--- config.mk ---
export PLATFORM = sky130hd
export DESIGN_NAME = hex_entry
export DESIGN_NICKNAME = d
export VERILOG_FILES = /design/src/rtl/hex_entry.sv
export SDC_FILE = /design/constraint.sdc
export NUM_CORES = 1
export LEC_CHECK = 0
export ABC_AREA = 1
export BUFFER_PORTS_ARGS = -buffer_cell sky130_fd_sc_hd__buf_2
export CORE_UTILIZATION = 40
export CTS_CLUSTER_SIZE = 16
export DETAILED_ROUTE_END_ITERATION = 16
export RECOVER_POWER = 50
export SETUP_SLACK_MARGIN = 0.15
export SLEW_MARGIN = 10
export SYNTH_ARGS = -nofsm -noshare
export SYNTH_HDL_FRONTEND = slang
export SYNTH_SLANG_ARGS = --single-unit
--- constraint.sdc ---
create_clock -name clk -period 1.64 [get_ports clk]
set_input_delay 0.164 -clock clk [delete_from_list [all_inputs] [get_ports clk]]
set_output_delay 0.164 -clock clk [all_outputs]
set_load 0.005 [all_outputs]
--- src/rtl/hex_entry.sv ---
// Operator hex-entry front end: synchronises and debounces four buttons, then
// edits a 32-bit nibble buffer and commits it to the CPU side on Enter.
module hex_entry #(
  parameter int unsigned DEB_CYCLES = 20'd500000,
  parameter int unsigned CNT_W      = 20
) (
  input  logic        clk,
  input  logic        rst,
  input  logic [3:0]  key_val,
  input  logic        key_press,
  input  logic        key_bksp,
  input  logic        key_clr,
  input  logic        key_enter,
  output logic [31:0] dig,
  output logic [3:0]  digit_count,
  output logic [7:0]  blank_mask,
  output logic        full,
  output logic [31:0] data_out,
  output logic        data_valid
);

  localparam int unsigned BTN_PRESS = 0;
  localparam int unsigned BTN_BKSP  = 1;
  localparam int unsigned BTN_CLR   = 2;
  localparam int unsigned BTN_ENTER = 3;
  localparam logic [CNT_W-1:0] DEB_LAST = CNT_W'(DEB_CYCLES - 1);

  logic [3:0]       w_btn_raw;
  logic [3:0]       r_btn_p0;
  logic [3:0]       r_btn_p1;
  logic [3:0]       r_val_p0;
  logic [3:0]       r_val_p1;
  logic [CNT_W-1:0] r_deb_cnt [4];
  logic [3:0]       r_stable;
  logic [3:0]       r_pulse;

  logic [31:0]      r_dig;
  logic [3:0]       r_count;
  logic [7:0]       r_blank;
  logic             r_full;
  logic [31:0]      r_data_out;
  logic             r_data_valid;

  logic [31:0]      w_dig_nx;
  logic [3:0]       w_count_nx;
  logic             w_commit;

  // Unentered nibbles are the ones at or above the current count.
  function automatic logic [7:0] blank_of(input logic [3:0] count);
    logic [7:0] mask;
    mask = 8'hFF << count;
    return mask;
  endfunction

  assign w_btn_raw = {key_enter, key_clr, key_bksp, key_press};

  // Stage p0/p1: two-flop synchronisers for buttons and switch value
  always_ff @(posedge clk) begin
    if (rst) begin
      r_btn_p0 <= '0;
      r_btn_p1 <= '0;
      r_val_p0 <= '0;
      r_val_p1 <= '0;
    end else begin
      r_btn_p0 <= w_btn_raw;
      r_btn_p1 <= r_btn_p0;
      r_val_p0 <= key_val;
      r_val_p1 <= r_val_p0;
    end
  end

  // Debounce: the action pulse is registered on the same edge the stable
  // level rises, so a press costs no extra cycle for edge detection.
  always_ff @(posedge clk) begin
    if (rst) begin
      for (int i = 0; i < 4; i++) begin
        r_deb_cnt[i] <= '0;
      end
      r_stable <= '0;
      r_pulse  <= '0;
    end else begin
      for (int i = 0; i < 4; i++) begin
        if (r_btn_p1[i] == r_stable[i]) begin
          r_deb_cnt[i] <= '0;
          r_pulse[i]   <= 1'b0;
        end else if (r_deb_cnt[i] == DEB_LAST) begin
          r_deb_cnt[i] <= '0;
          r_stable[i]  <= r_btn_p1[i];
          r_pulse[i]   <= r_btn_p1[i];
        end else begin
          r_deb_cnt[i] <= r_deb_cnt[i] + 1'b1;
          r_pulse[i]   <= 1'b0;
        end
      end
    end
  end

  // Edit actions, one per cycle in priority clr > enter > bksp > digit
  always_comb begin
    w_dig_nx   = r_dig;
    w_count_nx = r_count;
    w_commit   = 1'b0;
    if (r_pulse[BTN_CLR]) begin
      w_dig_nx   = '0;
      w_count_nx = '0;
    end else if (r_pulse[BTN_ENTER]) begin
      w_commit   = 1'b1;
      w_dig_nx   = '0;
      w_count_nx = '0;
    end else if (r_pulse[BTN_BKSP]) begin
      if (r_count != 4'd0) begin
        w_dig_nx   = {4'h0, r_dig[31:4]};
        w_count_nx = r_count - 4'd1;
      end
    end else if (r_pulse[BTN_PRESS]) begin
      if (r_count != 4'd8) begin
        w_dig_nx   = {r_dig[27:0], r_val_p1};
        w_count_nx = r_count + 4'd1;
      end
    end
  end

  // Stage p2: edit buffer, derived display outputs and commit port
  always_ff @(posedge clk) begin
    if (rst) begin
      r_dig        <= '0;
      r_count      <= '0;
      r_blank      <= 8'hFF;
      r_full       <= 1'b0;
      r_data_out   <= '0;
      r_data_valid <= 1'b0;
    end else begin
      r_dig        <= w_dig_nx;
      r_count      <= w_count_nx;
      r_blank      <= blank_of(w_count_nx);
      r_full       <= (w_count_nx == 4'd8);
      r_data_valid <= w_commit;
      if (w_commit) begin
        r_data_out <= r_dig;
      end
    end
  end

  assign dig         = r_dig;
  assign digit_count = r_count;
  assign blank_mask  = r_blank;
  assign full        = r_full;
  assign data_out    = r_data_out;
  assign data_valid  = r_data_valid;

endmodule

==> run metrics <==
area of the multi-input gates=about 4800 sq um; RSZ-0062 raised after global routing=yes; clock buffer depth=2; global-route wire length before repair=36.2 mm; final hold slack=about 210 ps; Port Buffers=87; CTS tree=built; Worst-Skew Late Latency=approximately 440 ps; final setup fails=26; failing checks=setup timing; RePlAce Congestion=~0.85; Layout Nets=approximately 1.4k; via count=~8.3k; WL final=23.3 mm; share of post-route cells with drive strength above 1=0.289; outcome=finished, violations left; share of the yosys chip area belonging to registers=0.504; cells after synthesis=about 1.1k; synth top area cells=edfxtp_1, dfxtp_1, nand2_1; synthesized area=8810 sq um; count leader, synth=nand2_1; initial antenna violation count=0; Setup Skew=approximately 12 ps; Final Critical Period=1680 ps; post-synthesis async set-or-reset flop share=0; gr usage total=0.203; clock-pin slew on the worst setup and hold paths=roughly 80 ps; HPWL after DPL=approximately 15 mm; fmax=~0.59 GHz; CP peak stage delay=between 300 and 400 ps; Leak Pwr=around 5.2 nW; overall die area=22,600 sq um; EDFF count, synth=80; Req. time, crit path=approximately 1800 ps; Final period util=1.03; max_cap viols=0; 1st-iter DRT viols=between 400 and 500; min-delay src=rst; Die H=150 um; largest net degree at the start of global routing=between 40 and 50; Synth top cells by count=nand2_1, nor2_1, inv_1, dfxtp_1, edfxtp_1; GRT busiest layer=met2; Worst Slack Setup Final=-43.5 ps; syn avg cell area=7.83 sq um; Boundary Pins=approximately 90; flops & latches, synth=~180; WS Path Type=reg2reg; Slew @ Worst Pin=slightly below 800 ps; Worst setup EP type=register; Max rail drop VDD=0.643 mV; critical path, cell by cell=inv_1 -> nor3_2 -> nand2_2 -> nor2_4 -> nand2_2 -> nand2_4 -> buf_12 -> buf_12 -> nor2_2; Post-synth top flop=dfxtp_1; CTS H-tree lvls=4; GRT met2 Usage=0.328; DRT antenna net count=0; first-pass iteration count of the detailed router=5; row cnt=53; CP top delay family=simple AND/OR/NAND/NOR gates; # fillers=1,875; drt wl/cell=between 10 and 15 um; Synth Warn #=0; Reg2Reg Launch Point=r_deb_cnt[3][13]; CP max-delay cell=edfxtp_1; register area=about 4400 sq um; pre-CTS WS=-50.9 ps; post-synth top area cell=edfxtp_1; starting density of the core=0.414; Buf/Inv on CP=3; GRT Residual Overflow=0; chip width=150 um; CP Max Fanout=5; n_diodes=0; routing usage on met1=0.274; grt met3 use=0.0336; vias in the first global route=7,544; fin. max-slew vios=0; crit path launch=r_deb_cnt[3][13]; core box area=about 21,000 sq um; crit path launch type=register; Distinct cells, synth=40; Sink Count=182; share of the synthesized area in the top cell type=0.273; Clock Tree Root=clkbuf_16; DRC violations left=0; Area Overhead vs Synth=43.4%; Tightest Hold Check Type=in2reg; headroom to the max-slew limit=0.484; CTS Buf Count=17; routed vias/inst=just under 5; CP Data Arrival Time=1880 ps; Hold Vio Cnt, Final=0; PD cells=approximately 770 nW/um^2
## layout by cell type (no fill, tap or decap), drive strengths merged, types with 60 or more instances in the layout
| cell type | Yosys | layout |
|---|---|---|
| edfxtp | 80 | 80 |
| conb | 1 | 80 |
| nand2 | 250 | 251 |
| buf | 18 | 171 |
| dfxtp | 102 | 102 |
| o21ai | 77 | 77 |
| nand3 | 60 | 60 |
| clkbuf | 17 | 78 |
| nor2 | 214 | 214 |
| inv | 133 | 141 |
## what timing repair did
item	in CTS	in global routing
setup endpoints to repair	115	127
hold buffers	8	0
buffers inserted	35	33
gates resized for setup	124	127
endpoints found under the hold margin	8	0
pin swaps	35	57
gates cloned	4	5
## logic make-up after synthesis
kind of cell               synth area share
adders and majority gates           0.00852
DFF                                   0.504
other                              0.000425
AOI/OAI and AO/OA                    0.0944
xor gates and xnor gates             0.0248
buffers and inverters                0.0782
and+or+nand+nor                       0.289
## state kept, by name, indices dropped and copies added, names as in the netlist
signal,cells
r_deb_cnt,80
blank_mask,8
data_out,32
digit_count,4
data_valid,1
r_pulse,4
r_btn_p0,4
dig,32
r_stable,4
full,1
r_val_p1,4
r_val_p0,4
r_btn_p1,4
## metal layers
layer,vias up,wire length [um]
li1,4208,-
met1,3864,10700
met2,174,11200
met3,29,1040
met4,0,367
met5,-,0
## worst reg2reg max path: cells and delay by family (launching register included)
family        cells  cell delay [ps]
buf+inv           3              340
simple gates      6              700
flops             1              390
## layout make-up
| type | count | area share |
|---|---|---|
| well taps | 275 | 0.0272 |
| flip-flops and latches | 182 | 0.352 |
| multi-input cells | 856 | 0.382 |
| repair buffers | 240 | 0.149 |
| clock buffers | 17 | 0.0337 |
| clock inverters | 15 | 0.0157 |
| inverters | 133 | 0.0405 |
## stage by stage
stage | setup TNS (ps) | instance area (sq um) | instances | utilization | power [mW]
after floorplan | 0 | 9160 | 1205 | - | 5.24
after global placement | -24.9 | 10300 | 1601 | 0.486 | 5.39
after detailed placement | -81.6 | 10300 | 1601 | 0.486 | 5.40
after CTS | -0.653 | 11900 | 1680 | 0.559 | 9.74
after global routing | -4020 | 12600 | 1718 | 0.594 | 10.1
final | -544 | 12600 | 1718 | 0.594 | 9.77
## final timing paths
| check | to | slack [ps] | depth (start not counted) |
|---|---|---|---|
| hold reg to reg | r_btn_p1[1] | 410 | 2 |
| setup / recovery | r_deb_cnt[3][5] | -40 | 9 |
| hold / removal | r_pulse[1] | 210 | 4 |
| setup reg to reg | r_deb_cnt[3][5] | -40 | 9 |
## where the power goes
part           leakage, nW  total, mW  switching (mW)  internal (mW)
Combinational         3.27      0.609           0.347          0.262
Clock                0.301       4.26            2.15           2.10
Sequential            1.65       4.91          0.0813           4.83
Power figures use the tool's default switching activity.
